===== src/rtl/miner_ctrl_pkg.sv =====
// Shared definitions for the miner job controller: frame/result geometry,
// FSM state encoding and the result byte selector.
package miner_ctrl_pkg;

  localparam int FRAME_BYTES  = 44;
  localparam int RESULT_BYTES = 4;
  localparam int ARM_CYC      = 4;

  localparam int FRAME_W    = FRAME_BYTES * 8;
  localparam int MIDSTATE_W = 256;
  localparam int DATA2_W    = 96;
  localparam int BCNT_W     = $clog2(FRAME_BYTES);
  localparam int ARM_W      = $clog2(ARM_CYC);
  localparam int TXI_W      = $clog2(RESULT_BYTES);

  typedef enum logic [2:0] {
    ST_IDLE   = 3'd0,
    ST_START  = 3'd1,
    ST_ARM    = 3'd2,
    ST_MINING = 3'd3,
    ST_REPORT = 3'd4
  } state_e;

  // Nonce is sent most-significant byte first: index 0 is bits [31:24].
  function automatic logic [7:0] result_byte(input logic [31:0]      nonce,
                                             input logic [TXI_W-1:0] idx);
    logic [7:0] b;
    case (idx)
      2'd0:    b = nonce[31:24];
      2'd1:    b = nonce[23:16];
      2'd2:    b = nonce[15:8];
      default: b = nonce[7:0];
    endcase
    return b;
  endfunction

endpackage


===== src/rtl/miner_frame_rx.sv =====
// Work frame assembler: shifts received bytes into a 352-bit register,
// counts bytes of the current frame, and drops a partial frame when the
// gap between bytes grows too long. Flags a completed frame as pending
// until the controller consumes it.
module miner_frame_rx
  import miner_ctrl_pkg::*;
#(
  parameter logic [31:0] TIMEOUT_CYC = 32'd10_000_000
) (
  input  logic               clk_i,
  input  logic               rst_ni,
  input  logic [7:0]         rx_data_i,
  input  logic               rx_valid_i,
  input  logic               clr_pending_i,
  output logic [FRAME_W-1:0] frame_o,
  output logic               frame_pending_o
);

  logic [FRAME_W-1:0] frame_q, frame_d;
  logic [BCNT_W-1:0]  cnt_q, cnt_d;
  logic [31:0]        gap_q, gap_d;
  logic               pend_q, pend_d;
  logic               frame_done;

  // Next-state for shift register, byte counter, gap timer and pending flag.
  always_comb begin
    frame_d    = frame_q;
    cnt_d      = cnt_q;
    gap_d      = gap_q;
    frame_done = 1'b0;
    if (rx_valid_i) begin
      frame_d = {frame_q[FRAME_W-9:0], rx_data_i};
      gap_d   = '0;
      if (cnt_q == BCNT_W'(FRAME_BYTES - 1)) begin
        cnt_d      = '0;
        frame_done = 1'b1;
      end else begin
        cnt_d = cnt_q + BCNT_W'(1);
      end
    end else if (cnt_q != '0) begin
      // Counter back to zero discards the partial frame; the next 44 bytes
      // overwrite the whole shift register anyway.
      if (gap_q >= TIMEOUT_CYC - 32'd1) begin
        cnt_d = '0;
        gap_d = '0;
      end else begin
        gap_d = gap_q + 32'd1;
      end
    end
    // A frame completing on the clearing cycle must not be lost: set wins.
    pend_d = pend_q;
    if (clr_pending_i) pend_d = 1'b0;
    if (frame_done)    pend_d = 1'b1;
  end

  // Frame payload register; content is meaningful only once pending is set.
  always_ff @(posedge clk_i) begin
    frame_q <= frame_d;
  end

  // Control state of the assembler.
  always_ff @(posedge clk_i or negedge rst_ni) begin
    if (!rst_ni) begin
      cnt_q  <= '0;
      gap_q  <= '0;
      pend_q <= 1'b0;
    end else begin
      cnt_q  <= cnt_d;
      gap_q  <= gap_d;
      pend_q <= pend_d;
    end
  end

  assign frame_o         = frame_q;
  assign frame_pending_o = pend_q;

endmodule


===== src/rtl/miner_ctrl.sv =====
// Miner job controller: receives 44-byte work frames, launches the hashing
// core, and reports a found nonce as four bytes to the transmitter. A new
// frame arriving during mining aborts the running job and relaunches.
module miner_ctrl
  import miner_ctrl_pkg::*;
#(
  parameter logic [31:0] TIMEOUT_CYC = 32'd10_000_000,
  parameter logic        NONCE_HALF  = 1'b0
) (
  input  logic                  clk,
  input  logic                  rst_n,
  input  logic [7:0]            rx_data,
  input  logic                  rx_valid,
  output logic [MIDSTATE_W-1:0] midstate,
  output logic [DATA2_W-1:0]    data2,
  output logic                  nonce_start,
  output logic                  start_mining,
  input  logic                  miner_busy,
  input  logic                  got_ticket,
  input  logic [31:0]           golden_nonce,
  output logic [7:0]            tx_data,
  output logic                  tx_valid,
  input  logic                  tx_ready,
  output logic                  job_active
);

  logic [1:0]            rst_sync_q;
  logic                  run;
  state_e                state_q, state_d;
  logic [ARM_W-1:0]      arm_q, arm_d;
  logic [TXI_W-1:0]      txi_q, txi_d;
  logic [31:0]           nonce_q, nonce_d;
  logic [MIDSTATE_W-1:0] mid_q;
  logic [DATA2_W-1:0]    d2_q;
  logic [FRAME_W-1:0]    frame;
  logic                  frame_pending;
  logic                  clr_pend;
  logic                  load_frame;

  miner_frame_rx #(
    .TIMEOUT_CYC(TIMEOUT_CYC)
  ) u_frame_rx (
    .clk_i          (clk),
    .rst_ni         (rst_n),
    .rx_data_i      (rx_data),
    .rx_valid_i     (rx_valid),
    .clr_pending_i  (clr_pend),
    .frame_o        (frame),
    .frame_pending_o(frame_pending)
  );

  // Reset release is synchronised: the FSM runs two clocks after rst_n rises.
  always_ff @(posedge clk or negedge rst_n) begin
    if (!rst_n) rst_sync_q <= 2'b00;
    else        rst_sync_q <= {rst_sync_q[0], 1'b1};
  end

  assign run = rst_sync_q[1];

  // Job sequencing: next state, arm delay, nonce capture and tx byte index.
  always_comb begin
    state_d  = state_q;
    arm_d    = '0;
    txi_d    = txi_q;
    nonce_d  = nonce_q;
    clr_pend = 1'b0;
    case (state_q)
      ST_IDLE: begin
        txi_d = '0;
        if (frame_pending) state_d = ST_START;
      end
      ST_START: begin
        clr_pend = 1'b1;
        state_d  = ST_ARM;
      end
      // Busy and ticket are ignored here so a ticket still held from the
      // previous job is never mistaken for a result of this one.
      ST_ARM: begin
        if (arm_q == ARM_W'(ARM_CYC - 1)) state_d = ST_MINING;
        else                              arm_d   = arm_q + ARM_W'(1);
      end
      ST_MINING: begin
        if (frame_pending) begin
          state_d = ST_START;
        end else if (got_ticket) begin
          nonce_d = golden_nonce;
          txi_d   = '0;
          state_d = ST_REPORT;
        end else if (!miner_busy) begin
          state_d = ST_IDLE;
        end
      end
      ST_REPORT: begin
        if (tx_ready) begin
          if (txi_q == TXI_W'(RESULT_BYTES - 1)) begin
            txi_d   = '0;
            state_d = ST_IDLE;
          end else begin
            txi_d = txi_q + TXI_W'(1);
          end
        end
      end
      default: state_d = ST_IDLE;
    endcase
    if (!run) begin
      state_d  = ST_IDLE;
      clr_pend = 1'b0;
    end
  end

  // Work registers are captured on the edge entering START so they are
  // already valid while start_mining is high.
  assign load_frame = (state_d == ST_START);

  // FSM and job control registers.
  always_ff @(posedge clk or negedge rst_n) begin
    if (!rst_n) begin
      state_q <= ST_IDLE;
      arm_q   <= '0;
      txi_q   <= '0;
      nonce_q <= '0;
    end else begin
      state_q <= state_d;
      arm_q   <= arm_d;
      txi_q   <= txi_d;
      nonce_q <= nonce_d;
    end
  end

  // Work registers presented to the hashing core.
  always_ff @(posedge clk or negedge rst_n) begin
    if (!rst_n) begin
      mid_q <= '0;
      d2_q  <= '0;
    end else if (load_frame) begin
      mid_q <= frame[FRAME_W-1:DATA2_W];
      d2_q  <= frame[DATA2_W-1:0];
    end
  end

  // Outputs decoded from the registered state.
  always_comb begin
    start_mining = (state_q == ST_START);
    job_active   = (state_q == ST_START) || (state_q == ST_ARM) ||
                   (state_q == ST_MINING);
    tx_valid     = (state_q == ST_REPORT);
    tx_data      = (state_q == ST_REPORT) ? result_byte(nonce_q, txi_q) : 8'h00;
  end

  assign nonce_start = NONCE_HALF;
  assign midstate    = mid_q;
  assign data2       = d2_q;

endmodule

===== config.mk =====
export PLATFORM = sky130hd
export DESIGN_NAME = miner_ctrl
export DESIGN_NICKNAME = d
export VERILOG_FILES = /design/src/rtl/miner_ctrl_pkg.sv /design/src/rtl/miner_frame_rx.sv /design/src/rtl/miner_ctrl.sv
export SDC_FILE = /design/constraint.sdc
export NUM_CORES = 1
export LEC_CHECK = 0
export CAP_MARGIN = 25
export CORE_AREA = 2 2 273 275
export CTS_BUF_LIST = sky130_fd_sc_hd__clkbuf_2 sky130_fd_sc_hd__clkbuf_4 sky130_fd_sc_hd__clkbuf_8
export DETAILED_ROUTE_END_ITERATION = 12
export DIE_AREA = 0 0 275 277
export DONT_BUFFER_PORTS = 1
export PLACE_DENSITY = 0.52
export SYNTH_ARGS = -nofsm -noshare
export SYNTH_HDL_FRONTEND = slang
export SYNTH_HIERARCHICAL = 1
export SYNTH_SLANG_ARGS = --single-unit

===== constraint.sdc =====
create_clock -name clk -period 3.3 [get_ports clk]
set_input_delay 0.33 -clock clk [delete_from_list [all_inputs] [get_ports clk]]
set_output_delay 0.33 -clock clk [all_outputs]
set_load 0.01 [all_outputs]

Word-level counts from Yosys, hierarchy flattened
Index checks and enable logic that the tools add are counted.

Add/sub/neg operators: 4. Order comparisons: 1. Eq/ne operators: 13. Mux-type cells: 31. Bitwise logic cells: 1. Reductions and logical operators: 12.

Operators by type and width (number): two-way mux 32 bit (3); adder 32 x 1 -> 32 bit, second input constant (1); greater-or-equal comparator 32 x 24 -> 1 bit, second input constant (1); two-way mux 3 bit (8); two-way mux 6 bit (4); case mux 8 bit (3 select lines) (1); case mux 3 bit (5 select lines) (1); two-way mux 2 bit (6); two-way mux 8 bit (1); adder 6 x 1 -> 6 bit, second input constant (1); == test 2 bit, second input constant (3); == test 3 x 1 -> 1 bit, second input constant (2); == test 3 x 2 -> 1 bit, second input constant (2); == test 6 bit, second input constant (1); two-way mux 1 bit (6); case mux 2 bit (3 select lines) (1); nonzero test 2 bit (3); nonzero test 6 bit (1); adder 2 x 1 -> 2 bit, second input constant (2); != test 2 bit, second input constant (2); AND reduction 4 bit (1); == test 3 bit, second input constant (1); logical NOT 3 bit (1); AND reduction 3 bit (1); 7 further kinds (8).

Register bits: 784. Input bits: 46. Output and inout bits: 364.

Longest topological paths before layout
Gate-level depths: netlist of the first run.

Depth after elaboration: 6. Depth in mapped cells: 8.

Modules after synthesis
Netlist of the first run, hierarchy kept.

By module, submodules not included: miner_ctrl (times used 1, cells an instance 904, area an instance 16425.8 um2); miner_frame_rx (times used 1, cells an instance 573, area an instance 12623.4 um2).

Least setup slack after synthesis of the first run
OpenSTA, ideal clock, no wires.

Path type: flip-flop to flip-flop. From: register u_frame_rx.cnt_q[0]. To: register u_frame_rx.gap_q[25]. Arrival time: 1869 ps. Required time: 3227 ps. Path slack: 1359 ps. Stages on the path, launching flop included: 8. Path buffers: 0. Period minus slack after synthesis: 1941 ps. Cells stage by stage: dfrtp_1 -> inv_1 -> ha_1 -> nor4b_4 -> a211oi_1 -> and3_1 -> a31o_2 -> nor2b_1.

Longest elaborated chain between the ends: 2.

Ends and longest elaborated chain: start: declaration (line miner_frame_rx.sv:20) `logic [BCNT_W-1:0] cnt_q, cnt_d;`; start signal: assignment (line miner_frame_rx.sv:68) `cnt_q <= cnt_d;`; nonzero test 6 bit (line miner_frame_rx.sv:40) `end else if (cnt_q != '0) begin`; nonzero test 2 bit (no source line); end signal: assignment (line miner_frame_rx.sv:69) `gap_q <= gap_d;`; end: declaration (line miner_frame_rx.sv:21) `logic [31:0] gap_q, gap_d;`.

No other way between the ends. A chain may end at the register's enable or synchronous reset.

Worst setup path in the final report of the first run
From: register txi_q[0]. To: output tx_data[4].

Longest elaborated chain between the ends: 3.

Ends and longest elaborated chain: start: declaration (line miner_ctrl.sv:31) `logic [TXI_W-1:0] txi_q, txi_d;`; start signal: assignment (line miner_ctrl.sv:125) `txi_q <= txi_d;`; == test 2 bit, or another cell as far along (line miner_ctrl_pkg.sv:28) `case (idx)`; case mux 8 bit (3 select lines) (*) (line miner_ctrl_pkg.sv:28); two-way mux 8 bit (*) (line miner_ctrl.sv:147) `tx_data = (state_q == ST_REPORT) ? result_byte(nonce_q, txi_q) : 8'h00;`; end: declaration (line miner_ctrl.sv:21) `output logic [7:0] tx_data,`.

Mark *: on every way between the ends. The rest lies on a longest branch, timed or not.

==> key figures, run 1 <==
Status
  • Run status: complete, but fails checks
  • Violated checks: negative hold slack, max-slew violations

Worst setup path
  • CP bufs+invs: 1
  • Largest stage delay, worst path: 0.42 ns
  • R2r endpoint: u_frame_rx/gap_q[4]
  • CP Launch Type: flop
  • Crit path DAT: 2.37 ns
  • Critical path's most frequent cell: nor2_1
  • Crit path depth: 6
  • CP top delay family: compound AO/OA/AOI/OAI gates
  • Cell chain of the critical path: inv_1 > ha_1 > a222oi_1 > nor2_1 > a21oi_1 > nor2_1
  • CP endpoint kind: primary output
  • CP required: 2.97 ns
  • Critical Path End: tx_data[4]
  • RR Startpoint: u_frame_rx/gap_q[14]
  • Critical-path top delay cell: dfrtp_1
  • R2R cell count: 6
  • Kind of critical path: reg -> out
  • R2R Setup Slk: 0.79 ns
  • Crit. Startpoint: txi_q[0]
  • Critical path peak fanout: 8

GRT
  • Grt ovf: 0
  • GRT met1 Usage: 0.187
  • GRT busiest layer: met2
  • Global-route wire length before repair: 89,700 µm
  • Met3 Track Usage GR: 0.0751
  • Antenna violations before repair: 2
  • Largest net degree at the start of global routing: 433
  • GR Util met2: 0.236
  • All-Layer GR Usage: 0.155
  • Vias in the first global route: 14,000

Yosys
  • Register area share after synthesis: 0.736
  • Mapped Area: 29,000 µm²
  • Post-synth EDFFs: 352
  • Async S/R FF share, synth: 0.551
  • Post-Syn Instances: 1,477
  • Seq cells post-synth: 784
  • Top_reg_cell synth: dfrtp_1
  • Yosys warnings: 6
  • Mean area per synthesized cell: 19.7 µm²
  • Yosys cell types: 60
  • Syn nets: 1,531

Floorplan
  • Die Wd: 275 µm
  • Cell Rows: 100
  • Top Ports: 410
  • DIE HEIGHT: 277 µm
  • Die area: 76,200 µm²
  • Core area: 73,600 µm²
  • Starting Density: 0.395

Timing
  • Hold slack final: -0.702 ns
  • Final worst path period need: 2.70 ns
  • Hold Fails Final Rpt: 551
  • Worst Max-Slew Pin Slew: 1.52 ns
  • Setup violators final: 0
  • Max Clock Freq: 0.370 GHz
  • Tcrit/Tclk final: 0.819
  • Worst slew margin: -0.0155
  • Layout Skew: 0.0330 ns
  • Setup TNS: 0 ns
  • Max Slew Vio Count: 32
  • RSZ-0062 raised after global routing: false

Clock tree
  • Clk slew on worst S/H paths: 0.06 ns
  • Post-CTS setup buffer count: 0
  • Clock latency on the worst-skew pair: 0.75 ns
  • Clock sinks: 784
  • CTS root buf: clkbuf_8
  • Clock Path Buffers: 3
  • H-tree depth: 4
  • TritonCTS clock tree: yes
  • Post_cts resized: 0
  • Num CTS Buffers: 135
  • Hold Buf Count CTS: 51

Layout
  • Layout filler cell count: 6,332
  • Area grow syn2layout: 14.2%
  • Layout Nets: 1,683
  • Share of cells above drive strength 1: 0.379
  • Commonest cells after routing, fill and taps aside: dfrtp_1 (432), edfxtp_1 (352), mux2_4 (280)
  • Commonest non-fill, non-tap cell in the layout: dfrtp_1

Detailed routing
  • Via count: 13,200
  • Drt pass-1 iters: 7
  • Remaining DRCs: 0
  • Detail Route Antenna Nets: 0
  • Average routed wire per standard cell: 21.6 µm
  • Routed WL: 58,700 µm
  • Violation count after the first detailed-routing iteration: 730
  • DR vias/cell: 4.85

Place
  • Dpl hpwl: 35,400 µm
  • Port-buffer cells: 0
  • GP Congestion: 0.836

Power and ir drop
  • Power per cell area: 910 nW/µm²
  • Worst IR Drop VDD: 0.476 mV
  • Overall power: 0.0302 W
  • Static leakage: 14.3 nW

Hold path
  • Tightest Hold Check Type: in -> async

Run
  • MaxCap Viol Count: 0
logic make-up after synthesis:
logic type                 Yosys count  synth area share
AOI/OAI and AO/OA                   66            0.0162
adders and majority gates            8           0.00345
muxes                              385             0.185
buffers and inverters               71            0.0288
xor gates and xnor gates            15           0.00452
and+or+nand+nor                    146            0.0254
DFF                                784             0.736
other                                2          0.000259
synth_stat cells (2+ instances only):
cell type	n	share of area
nand3_1	12	0.0021
o21ai_0	9	0.0016
nor2b_1	4	0.00086
edfxtp_1	352	0.36
or4_1	3	0.00078
xor2_1	9	0.0027
a31o_2	2	0.00060
o31ai_1	2	0.00052
a21oi_1	16	0.0028
and3_1	8	0.0017
nand2_1	32	0.0041
buf_6	2	0.00078
a21oi_2	2	0.00060
buf_1	3	0.00039
and4_1	2	0.00060
nor3b_1	3	0.00078
nand4_1	13	0.0028
mux2_4	280	0.14
buf_4	11	0.0028
buf_12	31	0.021
a31oi_1	7	0.0015
nand2b_1	3	0.00065
o311ai_0	2	0.00060
conb_1	2	0.00026
o22ai_1	2	0.00043
clkbuf_1	5	0.00065
xnor2_1	6	0.0018
nor2_1	45	0.0058
dfrtp_1	432	0.37
a41oi_1	4	0.0012
nor3_1	8	0.0014
nor4_1	2	0.00043
a222oi_1	8	0.0028
buf_2	7	0.0012
and2_1	2	0.00043
mux2_2	104	0.040
ha_1	8	0.0034
inv_1	12	0.0016
state kept, by name, indices dropped and copies added, names as in the netlist:
register and cells:
u_frame_rx/frame_o 352, midstate 256, data2 96, nonce_q 32
u_frame_rx/gap_q 32, u_frame_rx/cnt_q 6, state_q 3, arm_q 2
rst_sync_q 2, txi_q 2, u_frame_rx/frame_pending_o 1
per-stage QoR:
step	instances	cell area, µm²	setup WS (ns)	util	hold slack, ns
3_5_place_dp	2410	29800	0.736	0.404	0.0552
3_3_place_gp	2410	29800	0.775	0.404	0.0514
5_1_grt	2713	33200	0.383	0.451	-0.787
2_1_floorplan	1477	29000	1.36	-	0.0344
4_1_cts	2711	33200	0.568	0.451	-0.811
6_report	2713	33200	0.598	0.451	-0.702
worst min-delay path by stage:
stage                from            end
global route        rst_n  midstate[187]
CTS                 rst_n  midstate[187]
global placement    rst_n  midstate[179]
finish              rst_n  midstate[187]
floorplan           rst_n       arm_q[0]
detailed placement  rst_n  midstate[187]
power breakdown:
group / switching, W / internal (W) / leakage [nW]
clock network: 0.00394 / 0.00524 / 1.54
logic: 0.00113 / 0.00330 / 4.07
registers: 0.00367 / 0.0129 / 8.72
metal layers:
metal	part of all wire	wire, µm
met5	0	0
met2	0.47	27300
met4	0.029	1690
met1	0.40	23600
met3	0.10	6130
cell type report:
type                       count  area, µm²  area share
clock buffer                 220       2670      0.0805
multi-input combinational    622       6840       0.206
antenna                        2       5.00    0.000151
timing repair buffer          74        783      0.0236
clock inverter                30        243     0.00732
inverter                      12       45.0     0.00136
sequential                   784      21400       0.644
tap                          969       1210      0.0365
(Power assumes the default switching activity.)
==> inputs of run 2 (changes only) <==
clock period = 2.5 ns   (was 3.3 ns; I/O delays follow)
==> key figures, run 2 (synthesis results as in run 1) <==
Status
  • Run status: complete, but fails checks
  • Violated checks: negative hold slack

Floorplan
  • Top Ports: 410 (unchanged)
  • Cell Rows: 100 (unchanged)
  • Starting Density: 0.395 (unchanged)
  • Core area: 73,600 µm² (unchanged)
  • DIE HEIGHT: 277 µm (unchanged)
  • Die area: 76,200 µm² (unchanged)
  • Die Wd: 275 µm (unchanged)

GRT
  • Antenna violations before repair: 1 (-1)
  • All-Layer GR Usage: 0.155 (+0.000327)
  • Vias in the first global route: 14,400 (+2.4%)
  • Grt ovf: 0 (unchanged)
  • Largest net degree at the start of global routing: 433 (unchanged)
  • Global-route wire length before repair: 90,300 µm (+0.58%)

Worst setup path
  • CP endpoint kind: primary output
  • CP required: 2.25 ns (-0.72 ns)
  • CP Launch Type: flop
  • R2R cell count: 6 (unchanged)
  • Crit path DAT: 2.11 ns (-0.26 ns)
  • Kind of critical path: reg -> out
  • Critical path peak fanout: 8 (unchanged)

Detailed routing
  • Violation count after the first detailed-routing iteration: 859 (+18%)
  • Drt pass-1 iters: 7 (unchanged)
  • DR vias/cell: 4.84 (-0.14%)
  • Detail Route Antenna Nets: 0 (unchanged)
  • Via count: 13,200 (+0.084%)
  • Routed WL: 58,800 µm (+0.15%)
  • Average routed wire per standard cell: 21.6 µm (about the same)
  • Remaining DRCs: 0 (unchanged)

Timing
  • Max Slew Vio Count: 0 (-100%)
  • Final worst path period need: 2.36 ns
  • Worst slew margin: 0.297 (+0.312)
  • RSZ-0062 raised after global routing: false
  • Setup TNS: 0 ns (unchanged)
  • Hold slack final: -0.791 ns (-0.0891 ns)
  • Max Clock Freq: 0.424 GHz
  • Tcrit/Tclk final: 0.943
  • PnR worst setup slack: 0.143 ns (-0.455 ns)
  • Layout Skew: 0.0309 ns (-0.00207 ns)
  • Hold Fails Final Rpt: 620 (+13%)
  • Setup violators final: 0 (unchanged)
  • Worst Max-Slew Pin Slew: 1.06 ns (-0.468 ns)

Hold path
  • Tightest Hold Check Type: in -> async

Clock tree
  • Num CTS Buffers: 136 (+0.74%)
  • TritonCTS clock tree: yes
  • CTS root buf: clkbuf_8
  • H-tree depth: 4 (unchanged)
  • Clock sinks: 784 (unchanged)
  • Hold Buf Count CTS: 52 (+2.0%)
  • Clock Path Buffers: 3 (unchanged)
  • Clock latency on the worst-skew pair: 0.75 ns (about the same)
  • Clk slew on worst S/H paths: 0.06 ns (about the same)

Layout
  • Commonest non-fill, non-tap cell in the layout: dfrtp_1
  • Commonest cells after routing, fill and taps aside: dfrtp_1 (430), edfxtp_1 (352), mux2_4 (280)
  • Area grow syn2layout: 14.6%
  • Max reg flops: 352 (unchanged)
  • Layout Nets: 1,694 (+0.65%)
  • Share of cells above drive strength 1: 0.384 (+0.00420)
  • Final std cells w/o fill: 2,719 (+0.22%)

Power and ir drop
  • Static leakage: 14.4 nW (+0.30%)
  • Worst IR Drop VDD: 0.638 mV (+34%)
  • Power per cell area: 1200 nW/µm² (+32%)
  • Overall power: 0.0399 W (+32%)

Place
  • Dpl hpwl: 35,800 µm (+1.2%)
  • Port-buffer cells: 0 (unchanged)
  • Placed cell count: 2,417 (+0.29%)
  • Pre-CTS setup slack: 0.338 ns (-0.397 ns)
  • GP Congestion: 0.833 (-0.37%)

Run
  • MaxCap Viol Count: 0 (unchanged)
[run 2: layout make-up]
class	count	area (µm²)
fillers	6349	40300
flip-flops and latches	784	21400
multi-input cells	622	6890
clock buffers	210	2560
well taps	969	1210
repair buffers	84	898
clock inverters	37	312
inverters	12	45.0
diodes	1	2.50
[run 2: worst paths after layout]
| path | end | slack (ns) | from |
|---|---|---|---|
| min | nonce_q[5] | -0.79 | rst_n |
| max reg2reg | u_frame_rx/cnt_q[4] | 0.15 | u_frame_rx/gap_q[0] |
| min reg2reg | rst_sync_q[1] | 0.36 | rst_sync_q[0] |
| max in group asynchronous | midstate[21] | 2.41 | rst_n |
| min in group clk | u_frame_rx/frame_o[102] | -0.34 | rx_valid |
| max | tx_data[4] | 0.14 | txi_q[0] |
[run 2: routing by layer]
| metal | vias up | share of wire | wire length, µm | track usage |
|---|---|---|---|---|
| met5 | - | 0 | 0 | 0 |
| met4 | 0 | 0.026 | 1500 | 0.0614 |
| met3 | 109 | 0.11 | 6360 | 0.0783 |
| met2 | 430 | 0.47 | 27400 | 0.236 |
| met1 | 6806 | 0.40 | 23500 | 0.187 |
| li1 | 5817 | - | - | - |
[run 2: power breakdown]
part           internal [W]  leakage, nW  switching (W)  total, W
Sequential           0.0170         8.72        0.00485    0.0219
Clock               0.00687         1.52        0.00518    0.0120
Combinational       0.00440         4.14        0.00152   0.00592
[run 2: through the flow]
step,cell area (µm²),utilization
after CTS,33200,0.452
after floorplan,29000,-
after detailed placement,29800,0.406
after global placement,29800,0.406
final,33300,0.453
after global routing,33300,0.453
[run 2: repair_timing]
item,4_1_cts,5_1_grt
endpoints found under the setup margin,8,10
setup buffers,0,2
resized for setup,4,8
pin swaps,0,4
hold endpoints to repair,837,784
[run 2: worst max-delay path, stage by stage (launching register included)]
cell,delay [ns]
dfrtp_2,0.42
inv_2,0.07
ha_4,0.20
a222oi_1,0.33
nor2_1,0.08
a21oi_1,0.17
nor2_1,0.11
==> RTL edit 1 (flow settings as in run 2) <==
Encoding of `state_e`: now one-hot (5 bits for 5 states).
--- a/src/rtl/miner_ctrl_pkg.sv
+++ b/src/rtl/miner_ctrl_pkg.sv
@@ -15,8 +15,8 @@
 
-  typedef enum logic [2:0] {
-    ST_IDLE   = 3'd0,
-    ST_START  = 3'd1,
-    ST_ARM    = 3'd2,
-    ST_MINING = 3'd3,
-    ST_REPORT = 3'd4
+  typedef enum logic [4:0] {
+    ST_IDLE   = 5'b00001,
+    ST_START  = 5'b00010,
+    ST_ARM    = 5'b00100,
+    ST_MINING = 5'b01000,
+    ST_REPORT = 5'b10000
   } state_e;
Check against the original RTL: same outputs for any inputs over 10 cycles, from zero or initial values and one cycle with rst_n low; not proved beyond that.
==> RTL edit 1 against run 2 <==
The flow finishes with violations (negative hold slack, max-slew violations). Wire length down 0.21%. Sequential cell count up 2. Register-to-register slack about the same. Total power down 2.9%. Largest power group unchanged. Die area unchanged. Synthesized area down 4.4%. Final area down 2.5%. First-iteration DRC count up 4.1%. Setup slack worse by 0.052 ns.
==> RTL edit 1: results <==
[yosys]
yosysUniqueCellTypes = 58
async_flop_share_pct = 55.2
ys_top_cells_by_area = "dfrtp_1 (39%), edfxtp_1 (38%), mux2_2 (7.4%), mux2_1 (6.9%), nand2_1 (1.6%)"
synth-seq-area-share_pct = 77.2
synthTopCellsByCount = "dfrtp_1 (433), edfxtp_1 (352), mux2_2 (183)"
synth_nets = 1612

[placed_design]
gp_congestion = 0.795
hpwlAfterDp_um = 35500
dp_worst_setup_slack_ns = 0.389
dp_cells = 2486
placed_area_sq_um = 28800

[layout]
nets = 1766
n_fill_cell = 6425
multi_input_area_sq_um = 5970
drive_gt1_share_pct = 26.5

[global_route]
grt_pass1_vias = 14327
track_usage_pct = 15.4
grt_max_degree = 435
grt_pass1_wl_um = 89200
antenna_found_initial = 3

[routing]
dr.pass1.iters = 6
routed_wirelength_um = 58700
first_iter_violations = 894
wl_per_cell_um = 21.0
vias_per_cell = 4.91

[timing]
finClkSkew_ns = 0.0359
slew_viol_final = 336
hold_viol = 468
slew_headroom_pct = -35.9
fin_hold_ws_ns = -0.809

[power_and_ir_drop]
p_switching_mw = 11.7
max-vdd-ir-drop_mv = 0.648
power_leakage_nw = 13.0

[critical_path]
cp_max_fo = 19
r2r-end = "u_frame_rx/cnt_q[4]"

[status]
status = "complete, but fails checks"
violations = "negative hold slack, max-slew violations"

[cts]
postCtsHoldBufs = 53
numCtsBuffers = 138
cts_buffer_depth = 3
worstSkewPairLatency_ns = 0.78
-- RTL edit 1: worst max-delay path, stage by stage, from the launching register on --
cell     delay (ns)
dfrtp_1        0.43
buf_4          0.17
ha_1           0.18
buf_4          0.20
nor2_1         0.19
a21oi_2        0.05
nor2_2         0.17
-- RTL edit 1: power by group through the flow --
stage	clock, mW	combinational (mW)	sequential [mW]
after global routing	13.5	5.16	22.1
final	12.4	4.69	21.6
after global placement	0	4.42	21.9
after floorplan	0	4.08	20.1
after detailed placement	0	4.63	22.0
after CTS	12.9	4.78	21.8
-- RTL edit 1: per-layer routing --
| metal | up-vias | GRT usage (%) | routed length (um) |
|---|---|---|---|
| li1 | 6026 | - | - |
| met1 | 7073 | 18.3 | 22700 |
| met2 | 503 | 23.2 | 27300 |
| met3 | 121 | 8.32 | 6830 |
| met4 | 4 | 6.69 | 1810 |
| met5 | - | 0 | 26 |
-- RTL edit 1: what timing repair did --
item	4_1_cts	5_1_grt
gates resized for setup	9	17
pin swaps	0	4
hold endpoints to repair	839	768
setup endpoints to repair	11	10
setup buffers	1	1
-- RTL edit 1: worst max-delay path by stage --
stage / startpoint / to / slack [ns] / depth (start not counted)
2_1_floorplan: u_frame_rx/cnt_q[0] / u_frame_rx/gap_q[25] / 0.56 / 7
3_3_place_gp: state_q[0] / midstate[29] / 0.43 / 6
3_5_place_dp: state_q[3] / midstate[22] / 0.39 / 6
4_1_cts: txi_q[1] / tx_data[7] / 0.01 / 6
5_1_grt: txi_q[0] / tx_data[3] / -0.05 / 6
6_report: txi_q[0] / tx_data[3] / 0.09 / 6
-- RTL edit 1: cells by family (layout without fill, tap and decap cells) --
logic type               count (synthesis)  in the layout  share of synthesized area (%)
AO/OA/AOI/OAI                           70             70                           1.78
XOR/XNOR                                17             17                          0.536
adder cells (fa/ha/maj)                  8              8                          0.360
buffers and inverters                   76            342                           1.71
flip-flops                             786            786                           77.2
multiplexers                           354            354                           14.3
other                                    2              4                         0.0270
AND/OR/NAND/NOR                        245            245                           4.06
-- RTL edit 1: area by class of cell --
cell class / instances / area share, %
sequential: 786 / 66.0
multi-input combinational: 696 / 18.4
clock buffer: 220 / 8.15
tap: 969 / 3.73
timing repair buffer: 77 / 2.57
clock inverter: 32 / 1.02
inverter: 13 / 0.150
antenna: 2 / 0.0154
==> RTL edit 2 (flow settings as in run 2) <==
Made on the original files. Change the parameter `NONCE_HALF` from 1'b0 to 1'b1.
--- a/src/rtl/miner_ctrl.sv
+++ b/src/rtl/miner_ctrl.sv
@@ -7,3 +7,3 @@
   parameter logic [31:0] TIMEOUT_CYC = 32'd10_000_000,
-  parameter logic        NONCE_HALF  = 1'b0
+  parameter logic        NONCE_HALF  = 1'b1
 ) (
Formal check against the unedited RTL: not equivalent (a bounded check fails within 4 cycles, from zero or initial values and one cycle with rst_n low).
==> RTL edit 2 against run 2 <==
The run ends with negative hold slack, max-slew violations left. Largest cell class unchanged. Synthesized area about the same. Cell count about the same. Sequential cell count stayed put. Combinational power hardly changed. Critical endpoint is now tx_data[6]. Final area is essentially flat. Setup slack worse by 0.071 ns. Core utilization about the same. Via count is 0.28% lower. Total power is essentially flat. Wire length up 0.73%. Largest power group unchanged.
==> RTL edit 2: results <==
[timing]
slew_headroom_pct = -1.43
finClkSkew_ns = 0.0328
slew_viol_final = 37
hold_viol = 486
fin_hold_ws_ns = -0.782

[power_and_ir_drop]
max-vdd-ir-drop_mv = 0.601
swShare_pct = 29.0
power_leakage_nw = 14.4
power.internal_mw = 28.3

[global_route]
grt_max_degree = 433
grt_pass1_vias = 14194
grt_pass1_wl_um = 90700
track_usage_pct = 15.6

[critical_path]
cpMaxStageDelayCell = "dfrtp_1"
arrival_ns = 2.18

[layout]
drive_gt1_share_pct = 38.6
nets = 1691
n_fill_cell = 6344

[yosys]
synth-seq-area-share_pct = 73.6
synth_largest_area_cell = "dfrtp_1"
yosysUniqueCellTypes = 60
avgSynthCellArea_sq_um = 19.7
async_flop_share_pct = 55.1
ys_top_cells_by_area = "dfrtp_1 (37%), edfxtp_1 (36%), mux2_4 (14%), mux2_2 (4.0%), buf_12 (2.1%)"

[routing]
first_iter_violations = 754
routed_wirelength_um = 59200
wl_met1_um = 24400
dr.pass1.iters = 6
vias_per_cell = 4.83
wl_met2_um = 27300
wl_per_cell_um = 21.8
wl_met3_um = 6250
routed.top_layer = "met4"

[status]
violations = "negative hold slack, max-slew violations"
status = "complete, but fails checks"

[placed_design]
dp_cells = 2411
placed_area_sq_um = 29800
dp_worst_setup_slack_ns = 0.239
hpwlAfterDp_um = 35300

[cts]
cts_root_buf = "clkbuf_8"
cts_resized = 7
postCtsSetupBuffers = 5
RTL edit 2: layout make-up:
type	instances	area [sq um]	share of cell area (%)
Sequential cell	784	21400	64.2
Timing Repair Buffer	81	880	2.64
Tap cell	969	1210	3.64
Clock inverter	32	262	0.786
Multi-Input combinational cell	622	6890	20.7
Clock buffer	216	2600	7.82
Antenna cell	1	2.50	0.00752
Inverter	12	45.0	0.135
RTL edit 2: worst paths after layout:
check                           slack (ns)           startpoint                     end  cells past startpoint
worst max-delay path                  0.07             txi_q[0]              tx_data[6]                      6
worst min register to register        0.35        rst_sync_q[0]           rst_sync_q[1]                      0
worst min-delay path                 -0.78                rst_n           midstate[204]                      0
worst max register to register        0.18  u_frame_rx/gap_q[0]     u_frame_rx/cnt_q[4]                      6
min in group clk                     -0.37             rx_valid  u_frame_rx/frame_o[97]                      0
max in group asynchronous             2.05                rst_n            midstate[29]                      0
RTL edit 2: kinds of logic (layout without fill, tap and decap cells):
kind of cell | count (synthesis) | after routing | synth area share [%]
other | 1 | 3 | 0.0129
DFF | 784 | 784 | 73.6
muxes | 385 | 385 | 18.5
buffers and inverters | 71 | 341 | 2.88
adders and majority gates | 8 | 8 | 0.345
AOI/OAI and AO/OA | 66 | 66 | 1.62
and+or+nand+nor | 146 | 146 | 2.54
xor gates and xnor gates | 15 | 15 | 0.452
RTL edit 2: worst reg2reg max path, cell delays in order, from the launching register on:
cell	delay (ns)
dfrtp_1	0.42
ha_1	0.33
a41o_1	0.30
a31oi_4	0.29
nand2_1	0.16
a31oi_1	0.20
dlygate4sd3_1	0.56
RTL edit 2: layer usage:
layer  GRT usage, %  vias up
li1               -     5787
met1           19.6     6865
met2           23.2      376
met3           7.95       97
met4           5.60        0
met5              0        -
